File: src/rtl/avalon_sdram_tester.sv
// Avalon-MM bring-up master: writes an address-derived pattern over a word range,
// reads it back with pipelined reads and reports error count and first failing address.
module avalon_sdram_tester #(
  parameter int              AW              = 24,
  parameter int              DW              = 16,
  parameter int              BYTE            = 2,
  parameter logic [DW-1:0]   SEED            = DW'(16'hA5C3),
  parameter int              MAX_OUTSTANDING = 4
) (
  input  logic            clk,
  input  logic            reset,
  input  logic            start,
  input  logic [AW-1:0]   cfg_base,
  input  logic [AW-1:0]   cfg_len,
  output logic            busy,
  output logic            done,
  output logic            pass,
  output logic [15:0]     err_count,
  output logic [AW-1:0]   first_err_addr,
  output logic            avm_read,
  output logic            avm_write,
  output logic [AW-1:0]   avm_address,
  output logic [DW-1:0]   avm_writedata,
  output logic [BYTE-1:0] avm_byteenable,
  input  logic [DW-1:0]   avm_readdata,
  input  logic            avm_waitrequest,
  input  logic            avm_readdatavalid
);
  localparam int              OW   = $clog2(MAX_OUTSTANDING + 1);
  localparam logic [OW-1:0]   OMAX = OW'(MAX_OUTSTANDING);
  localparam int              EW   = (AW > DW) ? AW : DW;

  typedef enum logic [2:0] {S_IDLE, S_WRITE, S_READ, S_DRAIN, S_DONE} state_t;

  state_t        state_q, state_d;
  logic [AW-1:0] base_q, base_d, len_q, len_d;
  logic [AW-1:0] wr_idx_q, wr_idx_d, rd_idx_q, rd_idx_d, chk_idx_q, chk_idx_d;
  logic [AW-1:0] first_q, first_d;
  logic [OW-1:0] outst_q, outst_d;
  logic [15:0]   err_q, err_d;
  logic          seen_q, seen_d;

  logic start_ok, wr_acc, rd_acc, rsp, spurious, chk_hit, mismatch;
  logic [AW-1:0] chk_addr;

  function automatic logic [DW-1:0] pattern(input logic [AW-1:0] a);
    logic [EW-1:0] ax;
    ax = EW'(a);
    return ax[DW-1:0] ^ SEED;
  endfunction

  assign start_ok = start && (state_q == S_IDLE || state_q == S_DONE);
  assign wr_acc   = avm_write && !avm_waitrequest;
  assign rd_acc   = avm_read && !avm_waitrequest;
  // Responses outside a running test (e.g. stragglers after reset) are dropped.
  assign rsp      = avm_readdatavalid && busy;
  assign spurious = rsp && (outst_q == '0);
  assign chk_hit  = rsp && (outst_q != '0);
  assign chk_addr = base_q + chk_idx_q;
  assign mismatch = chk_hit && (avm_readdata != pattern(chk_addr));

  always_ff @(posedge clk) begin
    if (reset) begin
      state_q   <= S_IDLE;
      base_q    <= '0;
      len_q     <= '0;
      wr_idx_q  <= '0;
      rd_idx_q  <= '0;
      chk_idx_q <= '0;
      first_q   <= '0;
      outst_q   <= '0;
      err_q     <= '0;
      seen_q    <= 1'b0;
    end else begin
      state_q   <= state_d;
      base_q    <= base_d;
      len_q     <= len_d;
      wr_idx_q  <= wr_idx_d;
      rd_idx_q  <= rd_idx_d;
      chk_idx_q <= chk_idx_d;
      first_q   <= first_d;
      outst_q   <= outst_d;
      err_q     <= err_d;
      seen_q    <= seen_d;
    end
  end

  always_comb begin
    state_d = state_q;
    case (state_q)
      S_IDLE, S_DONE: if (start_ok) state_d = (cfg_len != '0) ? S_WRITE : S_DONE;
      S_WRITE: if (wr_acc && wr_idx_q == len_q - AW'(1)) state_d = S_READ;
      S_READ:  if (rd_acc && rd_idx_q == len_q - AW'(1)) state_d = S_DRAIN;
      S_DRAIN: if (chk_idx_q == len_q && outst_q == '0) state_d = S_DONE;
      default: state_d = S_IDLE;
    endcase
  end

  always_comb begin
    avm_write     = 1'b0;
    avm_read      = 1'b0;
    avm_address   = '0;
    avm_writedata = '0;
    busy          = 1'b0;
    done          = 1'b0;
    case (state_q)
      S_WRITE: begin
        avm_write     = 1'b1;
        avm_address   = base_q + wr_idx_q;
        avm_writedata = pattern(base_q + wr_idx_q);
        busy          = 1'b1;
      end
      S_READ: begin
        // A response landing at the limit frees a slot in the same cycle.
        avm_read    = (rd_idx_q < len_q) && ((outst_q < OMAX) || avm_readdatavalid);
        avm_address = base_q + rd_idx_q;
        busy        = 1'b1;
      end
      S_DRAIN: busy = 1'b1;
      S_DONE:  done = 1'b1;
      default: ;
    endcase
  end

  always_comb begin
    base_d    = base_q;
    len_d     = len_q;
    wr_idx_d  = wr_idx_q;
    rd_idx_d  = rd_idx_q;
    chk_idx_d = chk_idx_q;
    first_d   = first_q;
    outst_d   = outst_q;
    err_d     = err_q;
    seen_d    = seen_q;
    if (start_ok) begin
      base_d    = cfg_base;
      len_d     = cfg_len;
      wr_idx_d  = '0;
      rd_idx_d  = '0;
      chk_idx_d = '0;
      first_d   = '0;
      outst_d   = '0;
      err_d     = '0;
      seen_d    = 1'b0;
    end else begin
      if (wr_acc) wr_idx_d = wr_idx_q + AW'(1);
      if (rd_acc) rd_idx_d = rd_idx_q + AW'(1);
      if (rd_acc && !chk_hit)      outst_d = outst_q + OW'(1);
      else if (!rd_acc && chk_hit) outst_d = outst_q - OW'(1);
      if (chk_hit) chk_idx_d = chk_idx_q + AW'(1);
      if ((mismatch || spurious) && err_q != 16'hFFFF) err_d = err_q + 16'd1;
      if (mismatch && !seen_q) begin
        first_d = chk_addr;
        seen_d  = 1'b1;
      end
    end
  end

  assign pass           = done && (err_q == '0);
  assign err_count      = err_q;
  assign first_err_addr = first_q;
  assign avm_byteenable = '1;

endmodule

File: config.mk
export PLATFORM = sky130hd
export DESIGN_NAME = avalon_sdram_tester
export DESIGN_NICKNAME = d
export VERILOG_FILES = /design/src/rtl/avalon_sdram_tester.sv
export SDC_FILE = /design/constraint.sdc
export NUM_CORES = 1
export LEC_CHECK = 0
export CORE_ASPECT_RATIO = 1.5
export CORE_UTILIZATION = 50
export DETAILED_ROUTE_END_ITERATION = 6
export GPL_TIMING_DRIVEN = 0
export PLACE_DENSITY = 0.7
export SYNTH_ARGS = -nofsm -noshare
export SYNTH_HDL_FRONTEND = slang
export SYNTH_SLANG_ARGS = --single-unit
File: constraint.sdc
create_clock -name clk -period 4.4 [get_ports clk]
set_input_delay 0.66 -clock clk [delete_from_list [all_inputs] [get_ports clk]]
set_output_delay 0.66 -clock clk [all_outputs]
set_load 0.05 [all_outputs]
==> results by group, run 1 <==
Status
  • Status: finished with violations
  • Failing checks: negative setup slack

Floorplanning
  • Starting Density: 51.0%
  • Die W: 135 um
  • # rows: 72
  • DIE AREA: 0.0270 mm2
  • Core area: 0.0259 mm2
  • I/O pin cnt: 156
  • Die Span Y: 201 um

Critical path
  • Crit path max fanout: 10
  • Sequence of cells on the critical path: clkbuf_1 > inv_1 > ha_1 > a21o_1 > a21o_1 > a21oi_1 > o2111ai_1 > nor4_1 > clkbuf_1 > nand4_1 > xor2_1 > nor2_1
  • Buffers and inverters on the worst path: 3
  • Startpoint Class: flip-flop
  • Crit path kind: flip-flop to flip-flop
  • Crit path largest cell delay: 1.08 ns
  • Crit end category: flip-flop
  • CP top delay family: simple AND/OR/NAND/NOR gates
  • Crit path DAT: 4.71 ns
  • Crit-path slowest cell: nor4_1
  • CP required: 4.71 ns

Drt
  • Initial DRC count: 573
  • DR vias: 13200
  • Average wire per standard cell: 20.8 um
  • DRT antenna net count: 0
  • DRC: 0
  • Drt total wl: 46200 um
  • Drt first pass iters: 6
  • Vias per inst: 5.97

STA
  • Worst slew margin: 16.6%
  • Final period util: 100%
  • Min cycle time layout: 4.40 ns
  • Minimum hold slack: 0.476 ns
  • Setup TNS: -0.000547 ns
  • # setup viols final: 1
  • Final Max Tran Viols: 0
  • Final count of hold timing violations: 0
  • Clock skew: 0.00991 ns
  • Setup ws final: -0.000547 ns
  • F_max: 227 MHz
  • Worst-margin pin slew: 1.24 ns
  • RSZ-0062 raised after global routing: yes

Run
  • Max_cap viols: 0

Yosys
  • Post-Syn Area: 0.0132 mm2
  • Top post-synthesis cells by area: dfxtp_1 25%, ha_1 9.5%, xnor2_1 8.2%, a21oi_1 6.0%, xor2_1 6.0%
  • Adder-cell share of the synthesized area: 10.1%
  • Synth top area share: 25.4%
  • Simple logic cell fraction of the synthesized area: 24.3%
  • Synth Area in Compound Gates: 19.9%
  • XOR/XNOR share of the synthesized area: 15.4%
  • Ys Warns: 0
  • Top FF cell, synth: dfxtp_1
  • Seq/Total Area, Yosys: 25.4%
  • Post-synth EDFFs: 0
  • Largest area contributor in the netlist: dfxtp_1
  • Asr flop ratio synth: 0%
  • Cell variety after synth: 82
  • Flops & latches, synth: 167
  • Cells after synthesis: 1704
  • Multiplexer share of the synthesized area: 0.703%
  • Avg Inst Size Synth: 7.73 um2
  • Largest family of logic cells by synthesized area: simple AND/OR/NAND/NOR gates

Power
  • Worst vdd ir: 0.284 mV
  • Total power: 3.94 mW
  • Pwr dens: 250 mW/mm2
  • Pleak: 6.24 nW

Clock tree
  • CTS buffer count: 17
  • Clk_lat worst skew: 0.45 ns
  • H-tree levels: 4
  • CTS Hold Bufs: 0
  • CTS tree: yes
  • Bufs on Longest Clock Path: 2
  • Root Buffer: clkbuf_16
  • CTS clk-pin slew, worst paths: 0.07 ns
  • CTS sink count: 167

Placed design
  • Routability Congestion: 0.947
  • DP Worst Slack: -0.381 ns
  • Placement-stage cell area: 0.0151 mm2
  • Placed cell count: 2190
  • IO Port Bufs: 152
  • Dpl hpwl: 37600 um

Finish
  • Area added between synthesis and finish: 19.5%
  • Design area: 0.0157 mm2
  • Antenna cells: 0
  • Nets: 2046
  • Final core occ: 60.9%
  • Non-Filler Instances: 2218
  • Fillcell total: 2428
  • Ratio of cells with drive above 1 in the final layout: 5.31%

GRT
  • Initial antenna violation count: 0
  • Wire length of the first global-routing pass: 70600 um
  • Pin count of the biggest net entering global routing: 17
  • Vias in the first global route: 13000
  • GRT overflow: 0
  • Total Routing Usage GR: 34.8%

Worst hold path
  • Min-Delay Path Class: flip-flop to flip-flop
[sequential cells by signal, summed over array words and instances, names as in the netlist]
register,flops
base_q,24
chk_idx_q,24
first_err_addr,24
len_q,24
rd_idx_q,24
wr_idx_q,24
err_count,16
outst_q,3
state_q,3
seen_q,1
[cells by family after synthesis]
kind of cell,count (synthesis)
other cells,1
xor+xnor,221
mux,9
buf+inv,139
compound gates,418
flops,167
fa+ha+maj,104
simple gates,645
[report_power, final]
| group | leakage, nW | total [mW] | switching (mW) | internal (mW) |
|---|---|---|---|---|
| registers | 1.35 | 1.59 | 0.0472 | 1.54 |
| logic | 4.61 | 0.862 | 0.535 | 0.328 |
| clock network | 0.273 | 1.49 | 0.683 | 0.804 |
[cell type report]
| cell class | instances | area (um2) | area share, % |
|---|---|---|---|
| Clock buffer | 20 | 447 | 2.84 |
| Sequential cell | 167 | 3350 | 21.3 |
| Timing Repair Buffer | 153 | 1500 | 9.50 |
| Multi-Input combinational cell | 1399 | 9380 | 59.6 |
| Tap cell | 333 | 417 | 2.65 |
| Clock inverter | 11 | 116 | 0.739 |
| Buffer | 83 | 342 | 2.17 |
| Inverter | 52 | 195 | 1.24 |
[repair_timing]
item,4_1_cts,5_1_grt
endpoints found under the setup margin,22,56
endpoints found under the hold margin,0,0
pin swaps,0,2
setup buffers,0,1
gates resized for setup,52,35
[worst min-delay path, stage by stage, from the launching register on]
cell	delay, ns
dfxtp_1	0.31
o21ai_0	0.06
a21oi_1	0.06
[Yosys cell counts, types with 8 or more instances]
cell,instances
a21o_1,37
o21a_1,11
and3_1,29
nor2_1,152
or4_1,9
xnor2_1,124
ha_1,100
or2_2,9
o31ai_1,10
nor2b_1,8
dfxtp_1,167
a211oi_1,21
or3_1,23
o211ai_1,13
nand2_1,185
nor3_1,30
inv_1,52
and2_1,18
o21bai_1,8
a21oi_1,158
nand3_1,65
o22ai_1,10
xor2_1,90
and4_1,8
nor4_1,36
nand2b_1,14
o21ai_0,80
nand4_1,29
clkbuf_1,73
a31oi_1,13
[metal layers]
metal / share of wire, % / track usage, %
met5: 0 / 0
met3: 3.8 / 3.99
met1: 38 / 37.4
met4: 7.0 / 23.7
met2: 51 / 62.8
[path summary, 6_finish.rpt]
path / startpoint / end / slack, ns / cells past startpoint
worst max-delay path: len_q[17] / rd_idx_q[23] / -0.0005 / 12
worst min-delay path: first_err_addr[10] / first_err_addr[10] / 0.48 / 2
worst max register to register: len_q[17] / rd_idx_q[23] / -0.0005 / 12
worst min register to register: first_err_addr[10] / first_err_addr[10] / 0.48 / 2
[cells in the final DEF (no fill, tap or decap), drive strengths merged, types with 10 or more instances in the layout]
cell             n
a211oi          21
a21o            37
a21oi          158
a31oi           13
and2            18
and3            29
buf             20
clkbuf          93
clkdlybuf4s50  134
dfxtp          167
ha             100
inv             58
nand2          185
nand2b          14
nand3           65
nand4           29
nor2           152
nor3            30
nor4            38
o211ai          13
o21a            11
o21ai           82
o22ai           10
o31ai           10
or3             25
or4             10
xnor2          124
xor2            90
No activity file was read; power rests on OpenSTA's default activity.
==> run 2, diff against run 1 <==
- clock period: 4.4 -> 5.55 ns (I/O delays scaled with it)
==> run 2 against run 1 <==
Effect of this change:
- the run ends with design-rule violations left
- sequential power is 21% lower
- final cell count is 0.14% higher
- critical path depth decreased by 2
- global-route usage hardly changed
- clock power shrank 20%
- utilization fell by 0.19 points
- hold slack hardly changed
- wire length fell by 0.11%
- total power fell by 21%
- largest power group unchanged
==> results by group, run 2 (synthesis results as in run 1) <==
Status
  • Status: finished with violations
  • Failing checks: design-rule violations

Placed design
  • Routability Congestion: 0.947 (unchanged)
  • IO Port Bufs: 152 (unchanged)
  • Dpl hpwl: 37600 um (unchanged)

Floorplanning
  • DIE AREA: 0.0270 mm2 (unchanged)
  • Die W: 135 um (unchanged)
  • Core area: 0.0259 mm2 (unchanged)
  • # rows: 72 (unchanged)
  • I/O pin cnt: 156 (unchanged)
  • Die Span Y: 201 um (unchanged)
  • Starting Density: 51.0% (unchanged)

STA
  • Setup TNS: 0 ns (+0.000547 ns)
  • Clock skew: 0.0112 ns (+0.00127 ns)
  • Final Max Tran Viols: 0 (unchanged)
  • Min cycle time layout: 5.38 ns
  • F_max: 186 MHz
  • # setup viols final: 0 (-1)
  • RSZ-0062 raised after global routing: no
  • Worst-margin pin slew: 1.38 ns (+0.139 ns)
  • Final count of hold timing violations: 0 (unchanged)
  • Worst slew margin: 7.36% (-9.2 points)
  • Final period util: 97.0%

Power
  • Pleak: 6.17 nW (-1.1%)
  • Pwr dens: 199 mW/mm2 (-20%)
  • Worst vdd ir: 0.228 mV (-20%)

Drt
  • Average wire per standard cell: 20.8 um (-0.24%)
  • Drt first pass iters: 7 (+1)
  • DRC: 9 (+9)
  • Met1 Wirelength: 17800 um (unchanged)
  • DR top layer: met4
  • Initial DRC count: 590 (+3.0%)
  • DR vias: 13300 (+0.30%)
  • Vias per inst: 5.98 (+0.17%)
  • WL met3: 1770 um (-0.28%)
  • Drt total wl: 46200 um (-0.11%)
  • DRT antenna net count: 0 (unchanged)
  • Metal2 WL: 23300 um (-0.61%)

GRT
  • Total Routing Usage GR: 34.8% (about the same)
  • Pin count of the biggest net entering global routing: 17 (unchanged)
  • Initial antenna violation count: 0 (unchanged)
  • Wire length of the first global-routing pass: 70600 um (about the same)
  • GRT overflow: 0 (unchanged)
  • Vias in the first global route: 13000 (+0.069%)

Critical path
  • CP required: 4.72 ns (about the same)
  • CP most frequent cell: a211oi_1
  • Startpoint Class: flip-flop
  • Crit path kind: flip-flop to primary output
  • Sequence of cells on the critical path: ha_1 > a211oi_1 > o211ai_1 > a311oi_1 > o21bai_1 > a211oi_1 > o31ai_1 > xnor2_1 > o32ai_1 > clkdlybuf4s50_1
  • Crit path DAT: 4.55 ns (-0.16 ns)
  • Crit path largest cell delay: 0.85 ns (-0.23 ns)
  • Crit-path slowest cell: clkdlybuf4s50_1
  • Crit end category: primary output
  • Crit path max fanout: 7 (-3)

Clock tree
  • Cts repair resizes: 0 (-100%)
  • Root Buffer: clkbuf_16
  • CTS tree: yes
  • Bufs on Longest Clock Path: 2 (unchanged)
  • H-tree levels: 4 (unchanged)
  • CTS buffer count: 17 (unchanged)
  • CTS clk-pin slew, worst paths: 0.07 ns (about the same)
  • Post-CTS setup buffers: 0 (unchanged)
  • CTS Hold Bufs: 0 (unchanged)
  • Clk_lat worst skew: 0.46 ns (about the same)
  • CTS sink count: 167 (unchanged)

Finish
  • Most frequent cells in the layout: 185 x nand2_1, 167 x dfxtp_1, 158 x a21oi_1, 152 x nor2_1, 149 x clkdlybuf4s50_1
  • Antenna cells: 0 (unchanged)
  • Commonest non-fill, non-tap cell in the layout: nand2_1
  • Area added between synthesis and finish: 19.1%
  • Ratio of cells with drive above 1 in the final layout: 3.55% (-1.8 points)
  • Final core occ: 60.7% (-0.19 points)
  • Nets: 2049 (+0.15%)

Worst hold path
  • Min-Delay Path Class: flip-flop to flip-flop

Run
  • Max_cap viols: 0 (unchanged)
==> run 2: per-layer routing <==
metal  vias up  track usage, %
met5         -               0
li1       6466               -
met4         0            23.7
met1      6239            37.4
met3       149            4.09
met2       431            62.7
==> run 2: area by class of cell <==
cell class,count,area (um2)
clock inverter,11,116
fill,2425,10200
sequential,167,3340
multi-input combinational,1399,9290
clock buffer,20,447
timing repair buffer,152,1530
tap,333,417
inverter,52,195
buffer,87,354
==> run 2: final timing paths <==
path | start | endpoint | slack (ns) | cells past startpoint
worst max-delay path | base_q[1] | avm_address[21] | 0.17 | 10
worst min-delay path | first_err_addr[10] | first_err_addr[10] | 0.48 | 2
worst max register to register | len_q[9] | outst_q[2] | 0.79 | 16
worst min register to register | first_err_addr[10] | first_err_addr[10] | 0.48 | 2
==> run 2: where the power goes <==
group	internal, mW	switching [mW]	total [mW]	leakage (nW)
clock	0.638	0.549	1.19	0.273
combinational	0.260	0.426	0.687	4.54
sequential	1.22	0.0328	1.25	1.35
==> run 2: worst max-delay path: cells and delay by family (launching register included) <==
kind / cells / cell delay [ns]
buffers and inverters: 1 / 0.85
XOR/XNOR: 1 / 0.16
flip-flops: 1 / 0.60
AO/OA/AOI/OAI: 7 / 2.15
adder cells (fa/ha/maj): 1 / 0.33
==> run 2: per-stage QoR <==
| stage | cell area (um2) | hold slack [ns] | total power, mW | worst slack, ns | std cells |
|---|---|---|---|---|---|
| after floorplan | 13200 | 0.451 | 1.71 | 1.33 | 1705 |
| after global placement | 15100 | 0.461 | 1.95 | 0.0455 | 2190 |
| after detailed placement | 15100 | 0.467 | 1.95 | 0.597 | 2190 |
| after CTS | 15700 | 0.476 | 3.12 | 0.0831 | 2221 |
| after global routing | 15700 | 0.490 | 3.23 | 0.000853 | 2221 |
| final | 15700 | 0.476 | 3.13 | 0.167 | 2221 |
==> run 3, diff against run 2 <==
- CORE_UTILIZATION: 50 -> 25
- PLACE_DENSITY: 0.7 -> 0.39
- clock period: 5.55 -> 5.5 ns (I/O delays scaled with it)
==> run 3 against run 2 <==
Effect of this change:
- the run ends with max-capacitance violations left
- hold slack better by 0.0014 ns
- wire length up 21%
- cell area up 3.1%
- non-clock buffer count up 1
- final cell count up 16%
- combinational power up 2%
- clock skew up 0.0080 ns
- flip-flop and latch count unchanged
- sequential share of layout area down 0.63 points
- first-iteration DRC count up 4.7%
- clock power up 10%
==> results by group, run 3 (synthesis results as in run 1) <==
Power
  • Comb pwr share: 21.5% (-0.5 points)
  • Seq pwr share: 38.7% (-1.4 points)
  • Clock power frac: 39.9% (+1.9 points)
  • Switch Pwr: 1.08 mW (+6.8%)
  • Sw Share: 32.8% (+0.59 points)
  • Worst vdd ir: 0.224 mV (-1.7%)
  • Pwr dens: 203 mW/mm2 (+1.8%)
  • Internal power: 2.20 mW (+4.0%)
  • Pleak: 6.22 nW (+0.79%)
  • Total power: 3.28 mW (+4.9%)

STA
  • F_max: 187 MHz
  • RSZ-0062 raised after global routing: no
  • Minimum hold slack: 0.477 ns (+0.00135 ns)
  • Setup ws final: 0.163 ns (-0.00414 ns)
  • Setup TNS: 0 ns (unchanged)
  • Final period util: 97.0%
  • Final Max Tran Viols: 0 (unchanged)
  • Worst slew margin: 0.792% (-6.6 points)
  • Worst-margin pin slew: 1.48 ns (+0.0978 ns)
  • # setup viols final: 0 (unchanged)
  • Clock skew: 0.0192 ns (+0.00799 ns)
  • Final count of hold timing violations: 0 (unchanged)
  • Min cycle time layout: 5.34 ns

Floorplanning
  • Starting Density: 25.4% (-26 points)
  • # rows: 102 (+42%)
  • Core area: 0.0518 mm2 (+100%)
  • I/O pin cnt: 156 (unchanged)
  • Die W: 189 um (+41%)
  • Die Span Y: 283 um (+41%)
  • DIE AREA: 0.0536 mm2 (+99%)

Run
  • Max_cap viols: 1 (+1)

Finish
  • Commonest non-fill, non-tap cell in the layout: nand2_1
  • Antenna cells: 0 (unchanged)
  • Most frequent cells in the layout: 185 x nand2_1, 166 x dfxtp_1, 158 x a21oi_1, 152 x nor2_1, 146 x clkdlybuf4s50_1
  • Final core occ: 31.2% (-29 points)
  • Nets: 2050 (+0.049%)
  • Area added between synthesis and finish: 22.8%
  • Ratio of cells with drive above 1 in the final layout: 3.86% (+0.31 points)

Critical path
  • Crit path kind: flip-flop to primary output
  • Startpoint Class: flip-flop
  • Worst r2r path cells: 16 (unchanged)
  • Crit path max fanout: 4 (-3)
  • CP required: 4.68 ns (-0.04 ns)
  • Crit path DAT: 4.51 ns (-0.04 ns)
  • Crit end category: primary output

Clock tree
  • CTS Hold Bufs: 0 (unchanged)
  • CTS clk-pin slew, worst paths: 0.08 ns (about the same)
  • CTS buffer count: 17 (unchanged)
  • H-tree levels: 4 (unchanged)
  • Root Buffer: clkbuf_16
  • Post-CTS setup buffers: 0 (unchanged)
  • CTS tree: yes
  • CTS sink count: 167 (unchanged)
  • Bufs on Longest Clock Path: 2 (unchanged)
  • Clk_lat worst skew: 0.47 ns (about the same)

Placed design
  • DP Worst Slack: 0.293 ns (-0.303 ns)
  • IO Port Bufs: 152 (unchanged)
  • Dpl hpwl: 46400 um (+24%)
  • Routability Congestion: 0.870 (-8.1%)

Drt
  • Drt first pass iters: 5 (-2)
  • DRC: 0 (-9)
  • Initial DRC count: 618 (+4.7%)
  • Average wire per standard cell: 21.7 um (+4.4%)
  • Vias per inst: 5.04 (-16%)
  • DR vias: 12900 (-2.6%)
  • Drt total wl: 55700 um (+21%)
  • DRT antenna net count: 0 (unchanged)

GRT
  • Wire length of the first global-routing pass: 82100 um (+16%)
  • Total Routing Usage GR: 20.8% (-14 points)
  • Vias in the first global route: 13100 (+0.80%)
  • GRT overflow: 0 (unchanged)
  • Initial antenna violation count: 0 (unchanged)
  • Pin count of the biggest net entering global routing: 17 (unchanged)

Worst hold path
  • Cell count of the worst hold path: 2 (unchanged)
  • Min-Delay Path Class: flip-flop to flip-flop

Status
  • Status: finished with violations
  • Failing checks: max-capacitance violations
-- run 3: changes by cell type in the layout (fill, tap and decap cells not counted), sizes merged --
cell / previous run / this run
inv: 58 / 60
clkinv: 3 / 2
bufinv: 1 / 2
clkdlybuf4s50: 149 / 146
buf: 14 / 15
clkbuf: 93 / 92
dlygate4sd2: 0 / 3
-- run 3: critical path, stage by stage, from the launching register on --
cell,delay (ns)
dfxtp_1,0.51
ha_1,0.27
fa_1,0.23
a21oi_1,0.08
o21ai_0,0.40
a21oi_1,0.21
o31ai_2,0.53
nand2_1,0.19
o21a_1,0.25
xor2_1,0.14
nor2_1,0.35
clkdlybuf4s50_1,0.89
-- run 3: final timing paths --
path	endpoint	startpoint	slack [ns]
hold reg to reg	first_err_addr[7]	first_err_addr[7]	0.48
setup reg to reg	outst_q[2]	len_q[9]	0.60
hold / removal	first_err_addr[7]	first_err_addr[7]	0.48
setup / recovery	avm_writedata[14]	base_q[0]	0.16
-- run 3: metrics by stage --
| step | cell area (um2) | cells |
|---|---|---|
| 3_3_place_gp | 15500 | 2533 |
| 6_report | 16200 | 2566 |
| 5_1_grt | 16200 | 2566 |
| 2_1_floorplan | 13200 | 1705 |
| 3_5_place_dp | 15600 | 2534 |
| 4_1_cts | 16200 | 2566 |
-- run 3: final cells by class --
type,instances,area (um2)
Buffer,87,354
Tap cell,676,846
Timing Repair Buffer,153,1530
Inverter,52,195
Multi-Input combinational cell,1399,9300
Clock buffer,19,453
Sequential cell,167,3340
Fill cell,5722,35600
Clock inverter,13,156
-- run 3: timing repair --
action	CTS	global route
endpoints found under the setup margin	7	6
endpoints found under the hold margin	0	0
resized for setup	4	5
-- run 3: power by group through the flow --
stage | clock network, mW | registers (mW) | logic, mW
4_1_cts | 1.34 | 1.27 | 0.714
3_3_place_gp | 0 | 1.30 | 0.710
5_1_grt | 1.38 | 1.27 | 0.762
2_1_floorplan | 0 | 1.28 | 0.447
6_report | 1.31 | 1.27 | 0.704
3_5_place_dp | 0 | 1.30 | 0.711
-- run 3: layer usage --
layer / GRT usage [%] / up-vias / share of wire (%)
met1: 22.2 / 6148 / 39
li1: - / 6466 / -
met3: 2.38 / 78 / 2.5
met4: 9.44 / 0 / 4.4
met5: 0 / - / 0
met2: 40.0 / 249 / 54
